### config.mk
export PLATFORM = sky130hd
export DESIGN_NAME = keypad_event_conditioner
export DESIGN_NICKNAME = d
export VERILOG_FILES = /design/src/rtl/keypad_event_conditioner.sv
export SDC_FILE = /design/constraint.sdc
export NUM_CORES = 1
export LEC_CHECK = 0
export BUFFER_PORTS_ARGS = -buffer_cell sky130_fd_sc_hd__buf_2
export CORE_AREA = 2 2 103 105
export DETAILED_ROUTE_END_ITERATION = 10
export DIE_AREA = 0 0 105 107
export HOLD_SLACK_MARGIN = 0.05
export PLACE_DENSITY_LB_ADDON = 0.12
export SLEW_MARGIN = 10
export SYNTH_ARGS = -nofsm -noshare
export SYNTH_HDL_FRONTEND = slang
export SYNTH_SLANG_ARGS = --single-unit
### constraint.sdc
create_clock -name i_clk -period 5.49 [get_ports i_clk]
set_input_delay 1.3725 -clock i_clk [delete_from_list [all_inputs] [get_ports i_clk]]
set_output_delay 1.3725 -clock i_clk [all_outputs]
set_load 0.005 [all_outputs]
### src/rtl/keypad_event_conditioner.sv
// keypad_event_conditioner
// Turns eight raw, bouncy keypad lines into clean one-hot key events for a
// consumer that only polls while idle. Each line is synchronised, debounced on
// a divided sample tick and edge-detected. The lowest held key auto-repeats.
// Events wait in a per-key pending set and are delivered lowest index first
// through a one-entry output slot. That slot holds its event until acknowledged.
//
// Ports
//   i_clk        system clock
//   i_rst        asynchronous, active-high reset
//   i_raw_keys   unsynchronised key lines, 1 = pressed
//   i_key_ack    consumer has taken o_keypad (tie high for single-cycle pulses)
//   o_keypad     one-hot key event, held until acknowledged; 0 = none
//   o_key_valid  |o_keypad
//   o_key_state  debounced key levels
module keypad_event_conditioner #(
    parameter int TICK_DIV      = 1000,
    parameter int STABLE_N      = 4,
    parameter int REPEAT_DELAY  = 250,
    parameter int REPEAT_PERIOD = 60
) (
    input  logic       i_clk,
    input  logic       i_rst,
    input  logic [7:0] i_raw_keys,
    input  logic       i_key_ack,
    output logic [7:0] o_keypad,
    output logic       o_key_valid,
    output logic [7:0] o_key_state
);

    localparam int TICK_W  = (TICK_DIV > 1) ? $clog2(TICK_DIV) : 1;
    localparam int REP_MAX = (REPEAT_DELAY > REPEAT_PERIOD) ? REPEAT_DELAY : REPEAT_PERIOD;
    localparam int REP_W   = $clog2(REP_MAX + 1);

    localparam logic [0:0] ST_EMPTY = 1'b0;
    localparam logic [0:0] ST_FULL  = 1'b1;

    localparam logic [TICK_W-1:0] TICK_LAST = TICK_W'(TICK_DIV - 1);

    // Isolate the lowest set bit of a vector
    function automatic logic [7:0] lowest_onehot(input logic [7:0] v);
        lowest_onehot = v & (~v + 8'd1);
    endfunction

    // Index of the lowest set bit (0 when the vector is empty)
    function automatic logic [2:0] lowest_index(input logic [7:0] v);
        lowest_index = 3'd0;
        for (int i = 7; i >= 0; i--) begin
            if (v[i]) begin
                lowest_index = 3'(i);
            end
        end
    endfunction

    logic [7:0]          r_sync1;
    logic [7:0]          r_sync2;
    logic [TICK_W-1:0]   r_tick_cnt;
    logic                w_tick;
    logic [STABLE_N-1:0] r_hist      [8];
    logic [STABLE_N-1:0] w_hist_next [8];
    logic [7:0]          r_key_state;
    logic [7:0]          r_key_state_d;
    logic [7:0]          w_rise;
    logic [2:0]          w_rep_idx;
    logic                w_any_held;
    logic                w_rep_same;
    logic                r_rep_held;
    logic [2:0]          r_rep_idx;
    logic [REP_W-1:0]    r_rep_cnt;
    logic [REP_W-1:0]    w_cnt_inc;
    logic [REP_W-1:0]    w_rep_target;
    logic                r_rep_armed;
    logic                w_rep_hit;
    logic                r_rep_fire;
    logic [2:0]          r_rep_fire_idx;
    logic [7:0]          r_pending;
    logic [7:0]          w_set;
    logic [7:0]          w_clr;
    logic                w_load;
    logic [0:0]          r_state;
    logic [7:0]          r_keypad;
    logic                r_key_valid;

    // Two-flop synchroniser on every key line
    always_ff @(posedge i_clk or posedge i_rst) begin
        if (i_rst) begin
            r_sync1 <= 8'd0;
            r_sync2 <= 8'd0;
        end else begin
            r_sync1 <= i_raw_keys;
            r_sync2 <= r_sync1;
        end
    end

    // Free-running sample-tick divider
    always_ff @(posedge i_clk or posedge i_rst) begin
        if (i_rst) begin
            r_tick_cnt <= '0;
        end else if (r_tick_cnt == TICK_LAST) begin
            r_tick_cnt <= '0;
        end else begin
            r_tick_cnt <= r_tick_cnt + TICK_W'(1);
        end
    end

    assign w_tick = (r_tick_cnt == TICK_LAST);

    // Sample history including the sample about to be shifted in
    always_comb begin
        for (int i = 0; i < 8; i++) begin
            w_hist_next[i] = {r_hist[i][STABLE_N-2:0], r_sync2[i]};
        end
    end

    // Debounce: a level changes only when the whole history agrees
    always_ff @(posedge i_clk or posedge i_rst) begin
        if (i_rst) begin
            for (int i = 0; i < 8; i++) begin
                r_hist[i] <= '0;
            end
            r_key_state <= 8'd0;
        end else if (w_tick) begin
            for (int i = 0; i < 8; i++) begin
                r_hist[i] <= w_hist_next[i];
                if (&w_hist_next[i]) begin
                    r_key_state[i] <= 1'b1;
                end else if (~|w_hist_next[i]) begin
                    r_key_state[i] <= 1'b0;
                end else begin
                    r_key_state[i] <= r_key_state[i];
                end
            end
        end else begin
            r_key_state <= r_key_state;
        end
    end

    // Previous debounced levels for press-edge detection
    always_ff @(posedge i_clk or posedge i_rst) begin
        if (i_rst) begin
            r_key_state_d <= 8'd0;
        end else begin
            r_key_state_d <= r_key_state;
        end
    end

    assign w_rise     = r_key_state & ~r_key_state_d;
    assign w_rep_idx  = lowest_index(r_key_state);
    assign w_any_held = |r_key_state;
    // The counter only keeps running while the same lowest key stays held
    assign w_rep_same   = w_any_held & r_rep_held & (w_rep_idx == r_rep_idx);
    assign w_cnt_inc    = r_rep_cnt + REP_W'(1);
    assign w_rep_target = r_rep_armed ? REP_W'(REPEAT_PERIOD) : REP_W'(REPEAT_DELAY);
    assign w_rep_hit    = w_rep_same & w_tick & (w_cnt_inc == w_rep_target) &
                          (REPEAT_DELAY != 0);

    // Auto-repeat counter; the fire is registered so repeats land one cycle
    // after the tick, the same relative timing as a press edge
    always_ff @(posedge i_clk or posedge i_rst) begin
        if (i_rst) begin
            r_rep_held     <= 1'b0;
            r_rep_idx      <= 3'd0;
            r_rep_cnt      <= '0;
            r_rep_armed    <= 1'b0;
            r_rep_fire     <= 1'b0;
            r_rep_fire_idx <= 3'd0;
        end else begin
            r_rep_held     <= w_any_held;
            r_rep_idx      <= w_rep_idx;
            r_rep_fire     <= w_rep_hit;
            r_rep_fire_idx <= w_rep_idx;
            if (!w_rep_same) begin
                r_rep_cnt   <= '0;
                r_rep_armed <= 1'b0;
            end else if (w_tick) begin
                if (w_rep_hit) begin
                    r_rep_cnt   <= '0;
                    r_rep_armed <= 1'b1;
                end else begin
                    r_rep_cnt   <= w_cnt_inc;
                    r_rep_armed <= r_rep_armed;
                end
            end else begin
                r_rep_cnt   <= r_rep_cnt;
                r_rep_armed <= r_rep_armed;
            end
        end
    end

    assign w_set  = w_rise | (r_rep_fire ? (8'd1 << r_rep_fire_idx) : 8'd0);
    assign w_load = (r_state == ST_EMPTY) & (|r_pending);
    assign w_clr  = w_load ? lowest_onehot(r_pending) : 8'd0;

    // Pending events: a new set beats a same-cycle clear so no event is lost
    always_ff @(posedge i_clk or posedge i_rst) begin
        if (i_rst) begin
            r_pending <= 8'd0;
        end else begin
            r_pending <= (r_pending & ~w_clr) | w_set;
        end
    end

    // Output slot: load the lowest pending event, hold it until acknowledged
    always_ff @(posedge i_clk or posedge i_rst) begin
        if (i_rst) begin
            r_state     <= ST_EMPTY;
            r_keypad    <= 8'd0;
            r_key_valid <= 1'b0;
        end else begin
            case (r_state)
                ST_EMPTY: begin
                    if (w_load) begin
                        r_keypad    <= w_clr;
                        r_key_valid <= 1'b1;
                        r_state     <= ST_FULL;
                    end else begin
                        r_keypad    <= 8'd0;
                        r_key_valid <= 1'b0;
                        r_state     <= ST_EMPTY;
                    end
                end
                ST_FULL: begin
                    if (i_key_ack) begin
                        r_keypad    <= 8'd0;
                        r_key_valid <= 1'b0;
                        r_state     <= ST_EMPTY;
                    end else begin
                        r_keypad    <= r_keypad;
                        r_key_valid <= r_key_valid;
                        r_state     <= ST_FULL;
                    end
                end
                default: begin
                    r_keypad    <= 8'd0;
                    r_key_valid <= 1'b0;
                    r_state     <= ST_EMPTY;
                end
            endcase
        end
    end

    assign o_keypad    = r_keypad;
    assign o_key_valid = r_key_valid;
    assign o_key_state = r_key_state;

endmodule

# After elaboration in Yosys (flattened, before gate mapping)
# Index checks and enable logic that the tools add are counted.
dict set report totals {
  ff_bits 98
  inputBits 11
  output_inout_bits 17
  elab_cells 130
}
dict set report op_classes {
  addsub 3
  eq_ne 14
  shifts 1
  mux 42
  n_bitwise 14
  reduce_logical 27
}
# cell count
set ops {}
lappend ops {{two-way mux 8 bit} 8}
lappend ops {{AND reduction 4 bit} 8}
lappend ops {{OR reduction 4 bit} 8}
lappend ops {{AND 8 bit} 3}
lappend ops {{two-way mux 3 bit} 8}
lappend ops {{NOT 8 bit} 3}
lappend ops {{two-way mux 1 bit} 22}
lappend ops {{inequality test 2 bit (second input constant)} 10}
lappend ops {{AND reduction 2 bit} 9}
lappend ops {{adder 8 x 1 -> 8 bit (second input constant)} 2}
lappend ops {{OR 8 bit} 2}
lappend ops {{one-hot mux 8 bit (2 select lines)} 1}
lappend ops {{OR reduction 8 bit} 2}
lappend ops {{adder 10 x 1 -> 10 bit (second input constant)} 1}
lappend ops {{equality test 10 bit (second input constant)} 1}
lappend ops {{two-way mux 10 bit} 1}
lappend ops {{equality test 8 bit} 1}
lappend ops {{<< shifter 1 x 3 -> 8 bit (first input constant)} 1}
lappend ops {{AND 1 bit} 5}
lappend ops {{one-hot mux 1 bit (2 select lines)} 2}
lappend ops {{equality test 3 bit} 1}
lappend ops {{inequality test 2 x 1 -> 1 bit (second input constant)} 1}
lappend ops {{NOT 1 bit} 1}

# Longest topological paths before layout
dict set report depth {
  ltp_word 15
  mapped_depth 9
  depth_no_buf 7
}

# Least setup slack after synthesis
# OpenSTA, ideal clock, no wires.
dict set report synth_timing {
  path_type {reg2reg}
  startpoint {register r_key_state[6] (netlist: o_key_state[6])}
  endpoint {register r_rep_cnt[1]}
  t_arrival_ns 1.945
  required_time_ns 5.395
  setup_slack_ns 3.450
  stages_incl_launch_ff 8
  path_cell_list {dfrtp_1 -> inv_1 -> a21oi_1 -> o41ai_1 -> xor2_1 -> or4b_4 -> buf_6 -> nor4_4}
}
dict set report synth_between {
  elab_chain_cells 14
}
# item line
set synth_lines {}
lappend synth_lines {{from (decl)} 61} ;# logic [7:0] r_key_state;
lappend synth_lines {{from (signal, indexed assignment)} 130} ;# r_key_state[i] <= r_key_state[i];
lappend synth_lines {{from (signal assigned)} 134} ;# r_key_state <= r_key_state;
lappend synth_lines {{two-way mux 3 bit (*) (7 in series)} 49} ;# if (v[i]) begin
lappend synth_lines {{named net w_rep_idx[0]} 64} ;# logic [2:0] w_rep_idx;
lappend synth_lines {{equality test 3 bit (*)} 151} ;# assign w_rep_same = w_any_held & r_rep_held & (w_rep_idx == r_rep_idx);
lappend synth_lines {{AND 1 bit (*)} 151}
lappend synth_lines {{AND 1 bit (2 in series)} 154} ;# assign w_rep_hit = w_rep_same & w_tick & (w_cnt_inc == w_rep_target) &
lappend synth_lines {{two-way mux 8 bit} 176} ;# if (w_rep_hit) begin
lappend synth_lines {{two-way mux 8 bit} 175} ;# end else if (w_tick) begin
lappend synth_lines {{two-way mux 8 bit} 172} ;# if (!w_rep_same) begin
lappend synth_lines {{to (signal assigned)} 180} ;# r_rep_cnt <= w_cnt_inc;
lappend synth_lines {{to (signal assigned)} 184} ;# r_rep_cnt <= r_rep_cnt;
lappend synth_lines {{to (decl)} 69} ;# logic [REP_W-1:0] r_rep_cnt;
# Mark *: on every way through the listed nets, which the timed path passes. The rest lies on a longest branch. The select of a mux whose other input is x is not followed.
# A chain may end at the register's enable or synchronous reset.

# Worst setup path after layout
dict set report layout_timing {
  startpoint {register r_tick_cnt[0]}
  endpoint {register r_rep_cnt[3]}
}
dict set report layout_between {
  elab_chain_cells 6
}
# item line
set layout_lines {}
lappend layout_lines {{from (decl)} 57} ;# logic [TICK_W-1:0] r_tick_cnt;
lappend layout_lines {{from (signal assigned)} 102} ;# r_tick_cnt <= r_tick_cnt + TICK_W'(1);
lappend layout_lines {{equality test 10 bit (*)} 106} ;# assign w_tick = (r_tick_cnt == TICK_LAST);
lappend layout_lines {{AND 1 bit (2 in series)} 154}
lappend layout_lines {{two-way mux 8 bit} 176}
lappend layout_lines {{two-way mux 8 bit} 175}
lappend layout_lines {{two-way mux 8 bit} 172}
# Every way passes the cells marked *; elsewhere a longest branch is shown, timed or not. The select of a mux whose other input is x is not followed.

==> impl_metrics.env <==
export IMPL_cts_setup_buffers=0
export IMPL_antenna_found_initial=0
export IMPL_yosysTopAreaCellShare=0.620
export IMPL_wire_per_inst_um=13.3
export IMPL_finalCritPeriodShare=0.475
export IMPL_relSlewSlack=0.279
export IMPL_layout_common_cells="dfrtp_1, nand2_1, buf_2"
export IMPL_path_delay_family="simple AND/OR/NAND/NOR gates"
export IMPL_syn_nets=388
export IMPL_drt_met1_wl_um=3610
export IMPL_top_layer="met4"
export IMPL_worst_ep_required_time_ps=5760
export IMPL_ys_types=48
export IMPL_crit_fanout=28
export IMPL_multi_input_area_mm2=0.00140
export IMPL_cp_arrival_ps=2880
export IMPL_synthTopCellsByArea="dfrtp_1, nand2_1, a21oi_1"
export IMPL_synthCells=375
export IMPL_r2r_cells=8
export IMPL_slew_viol_final=0
export IMPL_grt_first_pass_wirelength_um=12700
export IMPL_ant_nets=0
export IMPL_grt_pass1_vias=2646
export IMPL_startpoint="r_tick_cnt[0]$_DFF_PP0_"
export IMPL_clock_fmax_mhz=383
export IMPL_drive_gt1_frac=0.130
export IMPL_status="finished, final reports clean"
export IMPL_initial_core_util=0.392
export IMPL_stdcell_count=545
export IMPL_leakage_uw=0.00212
export IMPL_path_clk_slew_ps=90
export IMPL_dpl_hpwl_um=4810
export IMPL_slowest_delay_ps=820
export IMPL_wl_met3_um=187
export IMPL_endpoint_kind="register"
export IMPL_syn_area_mm2=0.00396
export IMPL_ctsResizeCount=0
export IMPL_clock_latency_ps=350
export IMPL_tightest_slew_ps=1080
export IMPL_drv_cap=0
export IMPL_cts_tree="yes"
export IMPL_startpoint_type="register"
export IMPL_drt_total_wl_um=7250
export IMPL_drc=0
export IMPL_track_usage=0.142
export IMPL_grt_max_degree=73
export IMPL_yosysWarnings=0
export IMPL_regArea_mm2=0.00245
export IMPL_place_congestion=0.776
export IMPL_ioPinCount=28
export IMPL_cp_cell_sequence="ha_1 -> and4bb_1 -> nand2_1 -> nor2_2 -> buf_4 -> nand4_1 -> xor2_1 -> nor3_1"
export IMPL_crit_path_end="r_rep_cnt[3]$_DFFE_PP0P_"
export IMPL_die_w_um=105
export IMPL_area_growth_synth_to_final_pct=12.2
export IMPL_dr_wl_met2_um=3340
export IMPL_timing_rr_start="r_tick_cnt[0]$_DFF_PP0_"
export IMPL_seq_area_frac_synth=0.620
export IMPL_first_iter_violations=118
export IMPL_firstDrtPassIters=4
export IMPL_numPortBuffers=27
export IMPL_fin_skew_ps=9.05
export IMPL_cts_hold_buf=0
export IMPL_nNetsFinal=418
export IMPL_worst_path_buf_inv=1
export IMPL_p_per_area_mw_per_mm2=273
export IMPL_cts_buffers=9
export IMPL_finalHoldViolations=0
export IMPL_placed_cells=530
export IMPL_crit_path_top_delay_cell="nor2_2"
export IMPL_irDropWorstVdd_mv=0.137
export IMPL_rr_endpoint="r_rep_cnt[3]$_DFFE_PP0P_"
export IMPL_finalPower_uw=1210
export IMPL_ys_ff_latch=98
export IMPL_fp_row_count=37
export IMPL_path_depth=8
export IMPL_layout_min_cycle_time_ps=2610
export IMPL_clock_sinks=98
export IMPL_grt_overflow=0
export IMPL_setup_violations=0
export IMPL_fillers=1013
export IMPL_viasPerCell=4.89
export IMPL_avgSynthCellArea_um2=10.6
export IMPL_dieArea_mm2=0.0112
export IMPL_final_setup_tns_ps=0
export IMPL_root_buffer="clkbuf_8"
export IMPL_htreeDepth=3
export IMPL_final_common_cell="dfrtp_1"
export IMPL_synth_top_cell_by_area="dfrtp_1"
export IMPL_core_mm2=0.0101
export IMPL_antenna_diode_count=0
export IMPL_die_h_um=107
export IMPL_worstSetupPathType="register to register"
export IMPL_ff2ff_setup_slack_ps=2880
export IMPL_rsz0062_at_grt="no"
export IMPL_via_count=2667
export IMPL_cts_max_path_buffers=2
export IMPL_hold_class="register to register"
worst min path at each step:
stage	start	to	depth (start not counted)
finish	r_sync1[3]$_DFF_PP0_	r_sync2[3]$_DFF_PP0_	0
detailed placement	r_sync1[0]$_DFF_PP0_	r_sync2[0]$_DFF_PP0_	0
CTS	r_sync1[0]$_DFF_PP0_	r_sync2[0]$_DFF_PP0_	0
global route	r_sync1[0]$_DFF_PP0_	r_sync2[0]$_DFF_PP0_	0
global placement	r_sync1[0]$_DFF_PP0_	r_sync2[0]$_DFF_PP0_	0
floorplan	r_sync1[0]$_DFF_PP0_	r_sync2[0]$_DFF_PP0_	0
sequential cells by signal, summed over array words and instances (netlist names):
name            cells
r_state             1
o_keypad            8
r_pending           8
r_tick_cnt         10
r_sync2             8
r_key_state_d       8
r_rep_held          1
r_hist             24
o_key_state         8
r_sync1             8
r_rep_fire          1
o_key_valid         1
r_rep_fire_idx      3
r_rep_armed         1
r_rep_cnt           8
area by class of cell:
cell class	instances	area share
Sequential cell	98	0.552
Tap cell	136	0.0383
Multi-Input combinational cell	252	0.316
Inverter	14	0.0124
Clock inverter	5	0.0144
Clock buffer	10	0.0310
Timing Repair Buffer	30	0.0355
where the power goes:
group | switching (uW) | total (uW) | internal (uW)
Clock | 242 | 466 | 224
Sequential | 2.96 | 730 | 727
Combinational | 14.5 | 17.6 | 3.13
Yosys cell counts, drive strengths merged:
| cell | n |
|---|---|
| nand2 | 87 |
| inv | 14 |
| o31ai | 2 |
| o221ai | 6 |
| or4 | 8 |
| a22o | 2 |
| o21ba | 1 |
| xor2 | 9 |
| nand3 | 11 |
| a311oi | 2 |
| nand4 | 11 |
| ha | 2 |
| a221oi | 1 |
| and4bb | 1 |
| a21oi | 23 |
| nor4bb | 1 |
| o21ai | 15 |
| nand3b | 1 |
| o41ai | 1 |
| a32o | 2 |
| nand2b | 7 |
| a21o | 3 |
| and2b | 1 |
| nor3 | 7 |
| and3 | 3 |
| xnor2 | 4 |
| and3b | 1 |
| or2 | 2 |
| o311ai | 1 |
| a41oi | 2 |
| dfrtp | 98 |
| nor4 | 5 |
| clkbuf | 8 |
| nor2 | 22 |
| or4b | 1 |
| buf | 3 |
| a31oi | 1 |
| a221o | 1 |
| and2 | 1 |
| or3 | 3 |
| o211ai | 1 |
kinds of logic after synthesis:
group	count (synthesis)	share of synthesized area
buf+inv	25	0.0262
simple gates	173	0.213
fa+ha+maj	2	0.00632
compound gates	64	0.106
xor+xnor	13	0.0288
flops	98	0.620
per-layer routing:
| metal | up-vias | global-route usage |
|---|---|---|
| met5 | - | 0 |
| met4 | 0 | 0.0571 |
| met3 | 11 | 0.0292 |
| met2 | 30 | 0.224 |
| met1 | 1266 | 0.193 |
| li1 | 1360 | - |
metrics by stage:
step	util	hold slack, ps	area (um2)	setup slack [ps]
6_report	0.440	355	4440	2880
5_1_grt	0.440	364	4440	2560
4_1_cts	0.440	357	4440	2850
3_5_place_dp	0.420	336	4240	2870
3_3_place_gp	0.420	333	4240	2930
2_1_floorplan	-	331	3960	1560
No activity file was read; power rests on OpenSTA's default activity.
